--- src/rtl/accum_dump_ctrl.sv ---
// Dump controller for a GPS tracking channel: arms on start, aligns to C/A code epochs and
// emits accumulator deltas every N code periods. Define DUMP_OVERRUN_COUNT_EN to add overrun_count.
module accum_dump_ctrl #(
  parameter int ACC_WIDTH    = 16,
  parameter int PERIOD_WIDTH = 2
) (
  input  logic                    clk,
  input  logic                    reset,
  input  logic                    start,
  input  logic                    stop,
  input  logic [4:0]              prn_in,
  input  logic [PERIOD_WIDTH-1:0] period_in,
  input  logic [9:0]              code_shift,
  input  logic [ACC_WIDTH-1:0]    accumulator,
  output logic                    track_enable,
  output logic [4:0]              track_prn,
  output logic [ACC_WIDTH-1:0]    dump_data,
  output logic                    dump_valid,
  input  logic                    dump_ready,
  output logic                    overrun,
`ifdef DUMP_OVERRUN_COUNT_EN
  output logic [7:0]              overrun_count,
`endif
  output logic                    busy
);

  typedef enum logic [1:0] {IDLE, ARM, ACCUM} state_t;

  state_t                  state_reg, state_next;
  logic [1:0]              run_sync_reg;
  logic                    run_ok;
  logic [9:0]              prev_cs_reg;
  logic                    epoch;
  logic [ACC_WIDTH-1:0]    base_reg;
  logic [ACC_WIDTH-1:0]    data_reg;
  logic                    valid_reg;
  logic                    overrun_reg;
  logic [4:0]              prn_reg;
  logic [PERIOD_WIDTH-1:0] period_reg;
  logic [PERIOD_WIDTH-1:0] count_reg;
  logic [PERIOD_WIDTH-1:0] count_inc;
  logic                    dump_hit;
  logic                    start_accept;
  logic                    base_load;
  logic                    count_step;
  logic                    dump_epoch;
  logic                    dump_drop;

  // Reset asserts asynchronously but releases the FSM only after two clean clock edges.
  always_ff @(posedge clk or posedge reset) begin
    if (reset) run_sync_reg <= 2'b00;
    else       run_sync_reg <= {run_sync_reg[0], 1'b1};
  end
  assign run_ok = run_sync_reg[1];

  assign epoch     = (code_shift == '0) && (prev_cs_reg != '0);
  assign count_inc = count_reg + PERIOD_WIDTH'(1);
  assign dump_hit  = (count_inc == period_reg);
  assign dump_drop = valid_reg && !dump_ready;

  always_ff @(posedge clk or posedge reset) begin
    if (reset) state_reg <= IDLE;
    else       state_reg <= state_next;
  end

  // Stop wins over both start and an epoch landing in the same cycle.
  always_comb begin
    state_next   = state_reg;
    start_accept = 1'b0;
    base_load    = 1'b0;
    count_step   = 1'b0;
    dump_epoch   = 1'b0;
    track_enable = (state_reg != IDLE);
    busy         = (state_reg != IDLE);
    case (state_reg)
      IDLE: begin
        if (start && !stop && run_ok) begin
          state_next   = ARM;
          start_accept = 1'b1;
        end
      end
      ARM: begin
        if (stop) begin
          state_next = IDLE;
        end else if (epoch) begin
          state_next = ACCUM;
          base_load  = 1'b1;
        end
      end
      ACCUM: begin
        if (stop) begin
          state_next = IDLE;
        end else if (epoch) begin
          if (dump_hit) dump_epoch = 1'b1;
          else          count_step = 1'b1;
        end
      end
      default: state_next = IDLE;
    endcase
  end

  always_ff @(posedge clk or posedge reset) begin
    if (reset) begin
      prev_cs_reg <= '0;
      base_reg    <= '0;
      data_reg    <= '0;
      valid_reg   <= 1'b0;
      overrun_reg <= 1'b0;
      prn_reg     <= '0;
      period_reg  <= '0;
      count_reg   <= '0;
    end else begin
      prev_cs_reg <= code_shift;
      if (start_accept) begin
        prn_reg     <= prn_in;
        period_reg  <= (period_in == '0) ? PERIOD_WIDTH'(1) : period_in;
        count_reg   <= '0;
        overrun_reg <= 1'b0;
      end
      if (base_load) begin
        base_reg  <= accumulator;
        count_reg <= '0;
      end
      if (count_step) count_reg <= count_inc;
      // Base always advances so the next period stays aligned even when this dump is dropped.
      if (dump_epoch) begin
        base_reg  <= accumulator;
        count_reg <= '0;
        if (dump_drop) begin
          overrun_reg <= 1'b1;
        end else begin
          data_reg  <= accumulator - base_reg;
          valid_reg <= 1'b1;
        end
      end else if (valid_reg && dump_ready) begin
        valid_reg <= 1'b0;
      end
    end
  end

`ifdef DUMP_OVERRUN_COUNT_EN
  logic [7:0] ocnt_reg;

  always_ff @(posedge clk or posedge reset) begin
    if (reset) begin
      ocnt_reg <= '0;
    end else if (start_accept) begin
      ocnt_reg <= '0;
    end else if (dump_epoch && dump_drop && (ocnt_reg != 8'hFF)) begin
      ocnt_reg <= ocnt_reg + 8'd1;
    end
  end
  assign overrun_count = ocnt_reg;
`endif

  assign track_prn  = prn_reg;
  assign dump_data  = data_reg;
  assign dump_valid = valid_reg;
  assign overrun    = overrun_reg;

endmodule

--- config.mk ---
export PLATFORM = sky130hd
export DESIGN_NAME = accum_dump_ctrl
export DESIGN_NICKNAME = d
export VERILOG_FILES = /design/src/rtl/accum_dump_ctrl.sv
export SDC_FILE = /design/constraint.sdc
export NUM_CORES = 1
export LEC_CHECK = 0
export CORE_ASPECT_RATIO = 1.25
export CORE_MARGIN = 3
export CORE_UTILIZATION = 46
export DETAILED_ROUTE_END_ITERATION = 16
export PLACE_DENSITY = 0.79
export SYNTH_ARGS = -nofsm -noshare
export SYNTH_HDL_FRONTEND = slang
export SYNTH_SLANG_ARGS = --single-unit
--- constraint.sdc ---
create_clock -name clk -period 1.9 [get_ports clk]
set_input_delay 0.38 -clock clk [delete_from_list [all_inputs] [get_ports clk]]
set_output_delay 0.38 -clock clk [all_outputs]
set_load 0.02 [all_outputs]
==> results of run 1 <==
## power by group through the flow
stage                     logic (mW)  registers [mW]  clock network [mW]
after global routing           0.552            1.29                1.13
after global placement         0.477            1.30                   0
after floorplan                0.204            1.33                   0
after CTS                      0.492            1.28                1.07
after detailed placement       0.486            1.30                   0
final                          0.498            1.28                1.05
## cell families (layout without fill, tap and decap cells)
kind of cell / count (synthesis) / count (layout)
AOI/OAI and AO/OA: 62 / 62
and+or+nand+nor: 88 / 88
muxes: 17 / 17
buffers and inverters: 27 / 156
xor gates and xnor gates: 14 / 14
adders and majority gates: 16 / 16
DFF: 57 / 57
other: 1 / 1
## stage by stage
step	hold WS, ns	TNS [ns]	cell area [µm²]	util, %	power, mW
finish	0.1272	-1.956	4501	75.35	2.828
global route	0.1096	-5.255	4501	75.35	2.967
CTS	0.1140	-1.511	4418	73.96	2.848
detailed placement	0.3570	-21.46	4068	68.10	1.790
global placement	0.3348	-19.75	4068	68.10	1.780
floorplan	0.3312	-2.297	2954	-	1.531
## final cells by class
type                       instances  share of cell area, %
clock inverter                     6                  1.112
tap                               82                  2.280
inverter                          21                  1.751
sequential                        57                  31.69
multi-input combinational        198                  35.42
timing repair buffer             119                  24.69
clock buffer                      10                  3.058
## Yosys cell counts (all sizes together) (2+ instances only)
cell type / number
xnor2: 8
nor2: 10
nand3: 2
a21oi: 13
and3: 3
nor4: 4
nand2b: 7
o21a: 2
ha: 15
or4: 5
dfrtp: 57
buf: 4
mux2: 16
nor3: 2
clkbuf: 2
a31oi: 3
nand2: 46
xor2: 6
o21ai: 33
o211a: 2
inv: 21
## repair_timing
action                     CTS  global route
pin swaps                   34            12
hold endpoints to repair     0             0
cloned                       1             0
resized for setup           75            22
setup buffers                4             0
setup endpoints to repair   36            37
## how the worst max path moves through the flow
| stage | startpoint | endpoint | cells after the start | slack, ns |
|---|---|---|---|---|
| 3_3_place_gp | code_shift[0] | base_reg[10]$_DFFE_PP0P_ | 6 | -0.64 |
| 2_1_floorplan | code_shift[0] | base_reg[0]$_DFFE_PP0P_ | 5 | -0.19 |
| 3_5_place_dp | code_shift[0] | base_reg[10]$_DFFE_PP0P_ | 6 | -0.68 |
| 6_report | prev_cs_reg[4]$_DFF_PP0_ | dump_data[4]$_DFFE_PP0P_ | 7 | -0.14 |
| 4_1_cts | prev_cs_reg[2]$_DFF_PP0_ | dump_data[4]$_DFFE_PP0P_ | 7 | -0.13 |
| 5_1_grt | prev_cs_reg[4]$_DFF_PP0_ | dump_data[4]$_DFFE_PP0P_ | 7 | -0.23 |
## routing by layer
metal | vias up | track usage, % | routed length, µm
met1 | 1152 | 24.41 | 2895
li1 | 1229 | - | -
met2 | 48 | 33.14 | 3326
met4 | 0 | 9.199 | 147
met3 | 12 | 4.064 | 221
met5 | - | 0 | 0
==> key figures, run 1 <==
Status
  • Outcome: complete, but fails checks
  • Failing checks: setup timing

Power
  • Sequential share of power: 45.3%
  • Clk network pwr share: 37.1%
  • Sw Share: 27.83%
  • Switch Pwr: roughly 0.79 mW
  • Pwr per Cell Area: 628.5 nW/µm²
  • Peak supply drop: 0.4550 mV
  • Pint: 2.041 mW
  • Comb pwr share: between 10% and 20%
  • LEAKAGE: 2.088 nW

CTS
  • CTS root buffer: clkbuf_8
  • Hold Buf Count CTS: 0
  • TritonCTS clock tree: built
  • Worst skew pair latency: about 0.35 ns
  • Clock sink count: 57
  • CTS max path bufs: 2
  • CTS H-tree depth: 3
  • Number of CTS-inserted buffers: 9
  • Worst-path clk slew: 0.08 ns

Timing
  • Crit share post-route: 107.4%
  • Final Critical Period: 2.040 ns
  • Clock skew: 0.01322 ns
  • Slew Limit Fails: 0
  • Final hold violation count: 0
  • Final worst slack: -0.1404 ns
  • Final setup vio count: 32
  • F_max: 490.1 MHz
  • RSZ-0062 raised after global routing: true

GRT
  • Largest net degree at the start of global routing: 58
  • Overall Global Routing Usage: 19.71%
  • Vias in the first global route: 2,542
  • First-pass GRT wire length: 11,420 µm
  • Antenna violations before repair: 0
  • Remaining Overflow, GRT: 0

Worst setup path
  • Kind of end point of the critical path: flip-flop
  • FF-to-FF setup slack: -0.14 ns
  • Slowest stage delay, CP: 0.54 ns
  • Most frequent CP cell: nor4_4
  • Critical path fanouts, max: 6
  • Cell Chain, Critical Path: or4_4, nor4_4, buf_4, nor4_4, nand4_1, buf_6, mux2_4
  • Setup crit start kind: flip-flop
  • Crit path required time: 2.13 ns
  • R2R Path End: dump_data[4]$_DFFE_PP0P_
  • CP top delay family: simple AND/OR/NAND/NOR gates
  • Slowest cell on crit path: or4_4
  • Critical path type: flip-flop to flip-flop
  • WP data arrival: ~2.3 ns
  • Worst reg-to-reg path cell count: 7
  • WP buf/inv: 2
  • Reg2Reg Launch Point: prev_cs_reg[4]$_DFF_PP0_

Routing
  • Via Count: 2,441
  • Wire length per cell: approximately 13 µm
  • DRC Markers: 0
  • Final wirelength: around 6600 µm
  • Drt initial violations: 99
  • DRT Pass-1 Iters: 4
  • Via/cell ratio: 4.951
  • Antenna Nets Post-Route: 0

Synthesis
  • Synth Area in Compound Gates: 12.23%
  • Adder-Cell Fraction of Synth Area: 7.097%
  • Synth top area cells: dfrtp_1 49%, ha_1 6.4%, nand2_1 5.9%, o21ai_0 5.6%, mux2_4 4.6%
  • Synth area leader: dfrtp_1
  • Cell variety after synth: 48
  • Area fraction of the dominant cell type after synthesis: 48.74%
  • Post-Syn Area: 2927 µm²
  • Async S/R FF share, synth: 100.0%
  • Largest family of logic cells by synthesized area: simple AND/OR/NAND/NOR gates
  • Mean post-synth cell area: around 10 µm²
  • Net count after synthesis: 336
  • Post-synth EDFFs: 0
  • Sequential share of the synthesized area: 48.74%
  • Simple-Gate Fraction of Synth Area: 15.73%
  • Synth Flop Type: dfrtp_1
  • Yosys reg bits: 57
  • Post-Synthesis Cells: roughly 280
  • Ys Warns: 0
  • Post-synthesis xor/xnor area fraction: under 10%
  • Multiplexer area fraction after synthesis: 7.653%

Place
  • Place WS: -0.6753 ns
  • Dpl hpwl: 4821 µm
  • Global placer's final weighted congestion: roughly 0.86
  • Buffers on Ports: 62
  • Placed insts: 473

Finish
  • Commonest non-fill, non-tap cell in the layout: dfrtp_1
  • Multi-input combinational cell area: approximately 1600 µm²
  • Layout fillers: 418
  • Final cell count without fillers: 493
  • Register area: approximately 1400 µm²
  • Most frequent cells in the layout: 57 x dfrtp_1, 47 x buf_4, 45 x clkdlybuf4s50_1
  • # diodes: 0
  • Area grow syn2layout: 53.78%
  • Fin nets: 460
  • Layout cells sized above 1: roughly 34%

Floorplan
  • Core Box Area: ~6000 µm²
  • Initial core utilization: 48.99%
  • Die Y: 95.18 µm
  • Row count: 31
  • I/O pins: between 60 and 70
  • Die Width: 77.34 µm
  • Die outline area: approximately 7400 µm²

Worst hold path
  • Min-Delay Endpoint: prev_cs_reg[2]$_DFF_PP0_
  • HP Class: input pin to flip-flop
  • Hold Path Depth: 1
  • HP Start: code_shift[2]

Flow run
  • Max-Cap Viols: 0
Power figures use the tool's default switching activity.
==> run 2: changes to the inputs <==
- CORE_UTILIZATION: 46 -> 50
- DONT_BUFFER_PORTS: default -> 1
- PLACE_DENSITY: 0.79 -> 0.71
- SLEW_MARGIN: default -> 20
==> run 2 against run 1 <==
  * The run ends with hold timing, setup timing left
  * Global-route usage is 0.28 points lower
  * Fmax about the same
  * Critical path type unchanged
  * Count of clock-buffer cells in the layout unchanged
  * Die area fell by 7.4%
  * Clock power grew 7%
  * Clock skew shrank 0.0049 ns
  * Cell count is 20% lower
  * Largest power group unchanged
  * Via count is 11% lower
  * Sequential cell count did not move
  * Worst hold slack got worse by 0.14 ns
==> key figures, run 2 (synthesis gave the netlist of run 1 again) <==
Status
  • Outcome: complete, but fails checks
  • Failing checks: hold timing, setup timing

Floorplan
  • I/O pins: 63 (unchanged)
  • Die Width: 74.43 µm (-3.8%)
  • Initial core utilization: 52.68% (+3.7 points)
  • Die outline area: 6813 µm² (-7.4%)
  • Die Y: 91.54 µm (-3.8%)
  • Core Box Area: 5555 µm² (-7.0%)
  • Row count: 30 (-3.2%)

Worst setup path
  • Crit path required time: 2.13 ns (about the same)
  • Setup crit start kind: flip-flop
  • Critical path fanouts, max: 5 (-1)
  • Critical path type: flip-flop to flip-flop
  • WP data arrival: 2.27 ns (about the same)
  • Kind of end point of the critical path: flip-flop
  • FF-to-FF setup slack: -0.14 ns (about the same)

GRT
  • Remaining Overflow, GRT: 0 (unchanged)
  • Largest net degree at the start of global routing: 31 (-47%)
  • First-pass GRT wire length: 9963 µm (-13%)
  • Overall Global Routing Usage: 19.43% (-0.28 points)
  • Antenna violations before repair: 0 (unchanged)
  • Vias in the first global route: 2,235 (-12%)

Place
  • Buffers on Ports: 0 (-100%)
  • DP Area: 3247 µm² (-20%)
  • Global placer's final weighted congestion: 0.7769 (-9.8%)
  • Dpl hpwl: 4421 µm (-8.3%)
  • Place WS: -0.2312 ns (+0.4441 ns)

Routing
  • Antenna Nets Post-Route: 0 (unchanged)
  • DRT Pass-1 Iters: 4 (unchanged)
  • Via Count: 2,161 (-11%)
  • Final wirelength: 6292 µm (-4.5%)
  • Via/cell ratio: 5.485 (+11%)
  • DRC Markers: 0 (unchanged)
  • Drt initial violations: 83 (-16%)
  • Wire length per cell: 15.97 µm (+19%)

CTS
  • TritonCTS clock tree: built
  • CTS max path bufs: 2 (unchanged)
  • CTS root buffer: clkbuf_8
  • Worst-path clk slew: 0.07 ns (about the same)
  • Worst skew pair latency: 0.34 ns (about the same)
  • Number of CTS-inserted buffers: 9 (unchanged)
  • Clock sink count: 57 (unchanged)
  • CTS H-tree depth: 3 (unchanged)

Timing
  • Final worst slack: -0.1424 ns (-0.001969 ns)
  • Final hold violation count: 14 (+14)
  • Max_slew headroom: slightly below 60%
  • Hold Slack: -0.009577 ns (-0.1367 ns)
  • RSZ-0062 raised after global routing: true
  • Worst-Margin Slew: 0.6059 ns
  • Slew Limit Fails: 0 (unchanged)
  • Setup_tns: -2.698 ns (-0.7414 ns)
  • F_max: 489.6 MHz (about the same)
  • Final setup vio count: 33 (+3.1%)
  • Clock skew: 0.008351 ns (-0.004872 ns)
  • Crit share post-route: 107.5% (about the same)
  • Final Critical Period: 2.042 ns (+0.001969 ns)

Power
  • Peak supply drop: 0.3738 mV (-18%)
  • LEAKAGE: 1.722 nW (-18%)
  • Overall power: 2.731 mW (-3.4%)
  • Pwr per Cell Area: 750.5 nW/µm² (+19%)

Finish
  • Most frequent cells in the layout: 57 x dfrtp_1, 37 x nand2_1, 29 x buf_4
  • Fin nets: 379 (-18%)
  • Layout cells sized above 1: 33.03% (-0.79 points)
  • Area grow syn2layout: 24.37%
  • Commonest non-fill, non-tap cell in the layout: dfrtp_1
  • # diodes: 0 (unchanged)
  • Finished Cell Area: 3640 µm² (-19%)

Flow run
  • Max-Cap Viols: 0 (unchanged)

Worst hold path
  • HP Class: input pin to async pin
run 2: routing by layer:
metal,global-route usage [%],vias to the layer above,share of wire (%)
met5,0,-,0
met4,10.53,0,2.5
met3,5.094,16,5.9
met1,21.56,1025,40
met2,32.77,58,51
li1,-,1062,-
run 2: worst max-delay path, stage by stage, from the launching register on:
cell,delay (ns)
dfrtp_1,0.37
or4_4,0.54
nor4_4,0.27
buf_4,0.16
nor4_2,0.04
nand4_1,0.11
buf_6,0.14
mux2_4,0.30
run 2: path summary, 6_finish.rpt:
check,from,endpoint,depth (start not counted)
max in group asynchronous,reset,dump_valid$_DFFE_PP0P_,2
worst max register to register,prev_cs_reg[5]$_DFF_PP0_,dump_data[4]$_DFFE_PP0P_,7
min in group clk,code_shift[8],prev_cs_reg[8]$_DFF_PP0_,0
worst min-delay path,reset,track_prn[2]$_DFFE_PP0P_,1
worst min register to register,run_sync_reg[0]$_DFF_PP0_,run_sync_reg[1]$_DFF_PP0_,0
worst max-delay path,prev_cs_reg[5]$_DFF_PP0_,dump_data[4]$_DFFE_PP0P_,7
run 2: repair_timing:
item | 4_1_cts | 5_1_grt
hold endpoints to repair | 0 | 0
gates resized for setup | 9 | 39
setup buffers | 2 | 2
gates cloned | 1 | 2
endpoints found under the setup margin | 32 | 35
hold buffers | 0 | 0
pin swaps | 10 | 6
run 2: through the flow:
| step | std cells | hold slack [ns] | util, % |
|---|---|---|---|
| global route | 394 | 0.02176 | 65.52 |
| CTS | 390 | 0.009589 | 63.29 |
| finish | 394 | -0.009577 | 65.52 |
| global placement | 371 | 0.3353 | 58.45 |
| floorplan | 282 | 0.3312 | - |
| detailed placement | 371 | 0.3364 | 58.45 |
run 2: area by class of cell:
type                    instances  area (µm²)
inverters                      21       78.83
multi-input cells             198        1513
clock buffers                  10       137.6
clock inverters                 6       57.56
flip-flops and latches         57        1426
fillers                       435        1916
well taps                      64       80.08
repair buffers                 38       346.6
run 2: report_power, final:
part	internal, mW	leakage [nW]	switching [mW]	total (mW)
Combinational	0.132	0.870	0.169	0.301
Sequential	1.26	0.750	0.0529	1.31
Clock	0.631	0.102	0.488	1.12
Total	2.02	1.72	0.709	2.73
==> run 3: changes to the inputs <==
- HOLD_SLACK_MARGIN: default -> 0.02
==> run 3 against run 2 <==
  * The run ends with setup timing left
  * Worst setup slack unchanged
  * Routed wire length increased by 0.11%
  * Combinational power about the same
  * Critical path depth is the same
  * Via count rose by 0.19%
  * Clock skew is essentially flat
  * Utilization up 0.18 points
==> key figures, run 3 (synthesis gave the netlist of run 1 again) <==
Status
  • Outcome: complete, but fails checks
  • Failing checks: setup timing

Routing
  • Via Count: 2,165 (+0.19%)
  • DRC Markers: 0 (unchanged)
  • Via/cell ratio: 5.481 (about the same)
  • Drt initial violations: 83 (unchanged)
  • Final wirelength: 6299 µm (+0.11%)
  • Antenna Nets Post-Route: 0 (unchanged)
  • Wire length per cell: 15.95 µm (-0.14%)
  • DRT Pass-1 Iters: 4 (unchanged)

Timing
  • Final worst slack: -0.1424 ns (unchanged)
  • Slew Limit Fails: 0 (unchanged)
  • Clock skew: 0.008357 ns (+0.000005830 ns)
  • Max_slew headroom: 59.79% (+0.24 points)
  • Worst-Margin Slew: 0.6023 ns (-0.003624 ns)
  • RSZ-0062 raised after global routing: true
  • Final setup vio count: 33 (unchanged)
  • Final hold violation count: 0 (-14)
  • Crit share post-route: 107.5% (unchanged)
  • Final Critical Period: 2.042 ns (unchanged)
  • F_max: 489.6 MHz (unchanged)

Floorplan
  • Row count: 30 (unchanged)
  • Die outline area: 6813 µm² (unchanged)
  • Initial core utilization: 52.68% (unchanged)
  • I/O pins: 63 (unchanged)
  • Core Box Area: 5555 µm² (unchanged)
  • Die Width: 74.43 µm (unchanged)
  • Die Y: 91.54 µm (unchanged)

Finish
  • Most frequent cells in the layout: 57 x dfrtp_1, 37 x nand2_1, 29 x buf_4
  • Fin nets: 380 (+0.26%)
  • Fin util: 65.70% (+0.18 points)
  • Commonest non-fill, non-tap cell in the layout: dfrtp_1
  • # diodes: 0 (unchanged)
  • Layout cells sized above 1: 32.93% (-0.10 points)
  • Area grow syn2layout: 24.71%

Worst setup path
  • Reg2Reg Launch Point: prev_cs_reg[5]$_DFF_PP0_
  • Termination of the worst setup path: dump_data[4]$_DFFE_PP0P_
  • Worst reg-to-reg path cell count: 7 (unchanged)
  • Cell Chain, Critical Path: or4_4, nor4_4, buf_4, nor4_2, nand4_1, buf_6, mux2_4
  • CP top delay family: simple AND/OR/NAND/NOR gates
  • Critical path fanouts, max: 5 (unchanged)
  • Critical path type: flip-flop to flip-flop
  • Slowest stage delay, CP: 0.54 ns (about the same)
  • Crit path required time: 2.13 ns (about the same)
  • Kind of end point of the critical path: flip-flop
  • WP buf/inv: 2 (unchanged)
  • Critical Path Start: prev_cs_reg[5]$_DFF_PP0_
  • Slowest cell on crit path: or4_4
  • Setup crit start kind: flip-flop
  • FF-to-FF setup slack: -0.14 ns (about the same)
  • R2R Path End: dump_data[4]$_DFFE_PP0P_
  • Crit. path cell count: 7 (unchanged)
  • WP data arrival: 2.27 ns (about the same)

Worst hold path
  • HP Start: code_shift[8]
  • HP Class: input pin to flip-flop

Power
  • Peak supply drop: 0.3738 mV (about the same)
  • Sw Share: 25.97% (about the same)
  • Switch Pwr: 0.7101 mW (+0.13%)
  • Comb pwr share: 11.1% (about the same)
  • Pint: 2.024 mW (about the same)
  • Pwr per Cell Area: 749.0 nW/µm² (-0.19%)
  • Clk network pwr share: 40.9% (about the same)
  • Overall power: 2.734 mW (about the same)
  • LEAKAGE: 1.726 nW (+0.24%)
  • Sequential share of power: 48.0% (about the same)

GRT
  • Largest net degree at the start of global routing: 31 (unchanged)
  • Remaining Overflow, GRT: 0 (unchanged)
  • Antenna violations before repair: 0 (unchanged)
  • First-pass GRT wire length: 9991 µm (+0.28%)
  • Vias in the first global route: 2,247 (+0.54%)
  • Overall Global Routing Usage: 19.47% (+0.045 points)

CTS
  • TritonCTS clock tree: built
  • Number of CTS-inserted buffers: 9 (unchanged)
  • Worst skew pair latency: 0.34 ns (about the same)
  • Clock sink count: 57 (unchanged)
  • Worst-path clk slew: 0.07 ns (about the same)
  • CTS max path bufs: 2 (unchanged)
  • CTS H-tree depth: 3 (unchanged)
  • CTS root buffer: clkbuf_8

Place
  • Buffers on Ports: 0 (unchanged)
  • Place WS: -0.2312 ns (unchanged)
  • Global placer's final weighted congestion: 0.7769 (unchanged)
  • Dpl hpwl: 4421 µm (unchanged)

Flow run
  • Max-Cap Viols: 0 (unchanged)
-- run 3: changes by cell type in the layout (fill, tap and decap cells not counted) --
cell | previous run | this run
dlygate4sd3_1 | 0 | 1
-- run 3: worst reg2reg max path, cell delays in order (launching register included) --
cell and delay [ns]:
dfrtp_1 0.37, or4_4 0.54, nor4_4 0.27, buf_4 0.16
nor4_2 0.04, nand4_1 0.11, buf_6 0.14, mux2_4 0.30
-- run 3: final cells by class --
cell class	count	area, µm²
fillers	434	1906
well taps	64	80.08
flip-flops and latches	57	1426
clock buffers	10	137.6
inverters	21	78.83
clock inverters	6	57.56
repair buffers	39	356.6
multi-input cells	198	1513
-- run 3: what timing repair did --
item | in CTS | in global routing
resized for setup | 9 | 39
gates cloned | 1 | 2
buffers inserted | 2 | 2
endpoints found under the setup margin | 32 | 35
endpoints found under the hold margin | 27 | 0
pin swaps | 10 | 6
hold buffers | 1 | 0
-- run 3: worst min path at each step --
stage	to	cells past startpoint
3_3_place_gp	run_sync_reg[1]$_DFF_PP0_	0
2_1_floorplan	run_sync_reg[1]$_DFF_PP0_	0
3_5_place_dp	run_sync_reg[1]$_DFF_PP0_	0
6_report	prev_cs_reg[8]$_DFF_PP0_	0
4_1_cts	prev_cs_reg[6]$_DFF_PP0_	0
5_1_grt	prev_cs_reg[3]$_DFF_PP0_	0
-- run 3: per-layer routing --
metal / track usage [%] / part of all wire (%) / vias to the layer above
li1: - / - / 1064
met1: 21.56 / 40 / 1027
met2: 32.92 / 51 / 58
met3: 5.094 / 5.9 / 16
met4: 10.53 / 2.5 / 0
met5: 0 / 0 / -
-- run 3: metrics by stage --
step                      hold WS, ns  cell area [µm²]  cells  TNS, ns
after floorplan                0.3312             2954    282   -2.297
after global placement         0.3353             3247    371   -4.112
after detailed placement       0.3364             3247    371   -4.324
after CTS                     0.05643             3526    391   -2.489
after global routing          0.05030             3650    395   -5.271
final                         0.06798             3650    395   -2.700
-- run 3: power by group through the flow --
stage | Clock (mW) | Sequential (mW) | Combinational, mW
finish | 1.12 | 1.31 | 0.303
global route | 1.21 | 1.32 | 0.339
CTS | 1.14 | 1.31 | 0.292
detailed placement | 0 | 1.33 | 0.283
global placement | 0 | 1.33 | 0.278
floorplan | 0 | 1.33 | 0.204
==> RTL change: new RTL, flow settings as in run 1 <==
Re-encode `state_t` (3 states) as one-hot, 3 bits wide.
--- a/src/rtl/accum_dump_ctrl.sv
+++ b/src/rtl/accum_dump_ctrl.sv
@@ -25,5 +25,5 @@
 );
 
-  typedef enum logic [1:0] {IDLE, ARM, ACCUM} state_t;
+  typedef enum logic [2:0] {IDLE = 3'b001, ARM = 3'b010, ACCUM = 3'b100} state_t;
 
   state_t                  state_reg, state_next;
Check against the original RTL: no difference found for any inputs over 10 cycles, from zero or initial values and one cycle with reset high; not proved beyond that.
==> RTL change against run 1 <==
  * The run still ends with setup timing left
  * Sequential cell count up 1
  * Power rose by 17%
  * Clock skew decreased by 0.0041 ns
  * Synthesized area is 0.26% higher
  * Design area rose by 4.5%
  * Worst setup slack got worse by 0.18 ns
  * Final cell count is 4.1% higher
  * Routed wire length rose by 28%
  * Critical endpoint is now dump_data[14]$_DFFE_PP0P_
  * Highest routed layer unchanged
==> RTL change: results <==
run_status:
  status: "complete, but fails checks"
  violations: "setup timing"
synth:
  synth_seq_area_share: 0.4951
  synthTopCellsByArea: "dfrtp_1, o21ai_0, ha_1"
  synth_nets: 349
  syn_avg_cell_area_sq_um: 9.946
grt:
  grt_pass1_vias: 2840
  grt.met1_usage: 0.2392
  grt.total_usage: 0.2215
  use_met3: 0.05198
  grt_max_degree: 23
  grt_pass1_wl_mm: 12.58
timing:
  setup_ws_ns: -0.3160
  finalSetupViolCount: 8
  clock_skew_ns: 0.009126
route:
  wl_per_cell_um: 16.39
  dr_wl_met3_um: 366
  avgViaCountPerCell: 5.232
  wl_met2_mm: 4.487
  wl_met1_mm: 3.255
  first_iter_violations: 178
critical_path:
  slowest_stage: "dfrtp_1"
  arrival_ns: 2.43
  r2r-start: "base_reg[2]$_DFFE_PP0P_"
  worstReg2RegEnd: "dump_data[14]$_DFFE_PP0P_"
  reg2reg_depth: 8
  rrSetupSlack_ns: -0.32
  crit_fanout: 3
layout:
  final_cells: 513
  drive_gt1_frac: 0.3480
  num-fill-cells: 368
power:
  p_leak_uw: 0.002149
  internal_power_uw: 2430
placement:
  dp_cells: 481
  hpwl_mm: 5.149
  place_ws_ns: -0.9672
  dpl_cell_area_sq_um: 4054
  gp_congestion: 0.9007
-- RTL change: layout make-up --
| cell class | count | share of cell area |
|---|---|---|
| sequential | 58 | 0.3088 |
| tap | 82 | 0.02181 |
| inverter | 19 | 0.01782 |
| multi-input combinational | 210 | 0.3519 |
| clock buffer | 13 | 0.03590 |
| timing repair buffer | 129 | 0.2564 |
| clock inverter | 2 | 0.007447 |
-- RTL change: cells by family (layout without fill, tap and decap cells) --
group / count (synthesis) / in the layout / share of synthesized area
compound gates: 73 / 73 / 0.1394
xor+xnor: 14 / 14 / 0.04179
fa+ha+maj: 16 / 16 / 0.07079
buf+inv: 27 / 163 / 0.04392
flops: 58 / 58 / 0.4951
mux: 11 / 11 / 0.04435
other cells: 1 / 1 / 0.001278
simple gates: 95 / 95 / 0.1633
-- RTL change: how the worst max path moves through the flow --
| stage | end | slack [ns] |
|---|---|---|
| detailed placement | dump_data[14]$_DFFE_PP0P_ | -0.97 |
| CTS | dump_data[14]$_DFFE_PP0P_ | -0.29 |
| floorplan | dump_data[14]$_DFFE_PP0P_ | -0.27 |
| global placement | dump_data[14]$_DFFE_PP0P_ | -0.93 |
| finish | dump_data[14]$_DFFE_PP0P_ | -0.32 |
| global route | dump_data[14]$_DFFE_PP0P_ | -0.38 |
-- RTL change: power by group through the flow --
stage	sequential [uW]	clock [uW]	combinational, uW
after floorplan	1480	0	297
after global routing	1410	1240	788
final	1400	1170	738
after detailed placement	1420	0	714
after CTS	1400	1190	706
after global placement	1410	0	706
-- RTL change: what timing repair did --
item                       4_1_cts  5_1_grt
gates resized for setup         64       56
buffers inserted                11        4
setup endpoints to repair       38       27
cloned                           1        1
pin swaps                       21       28
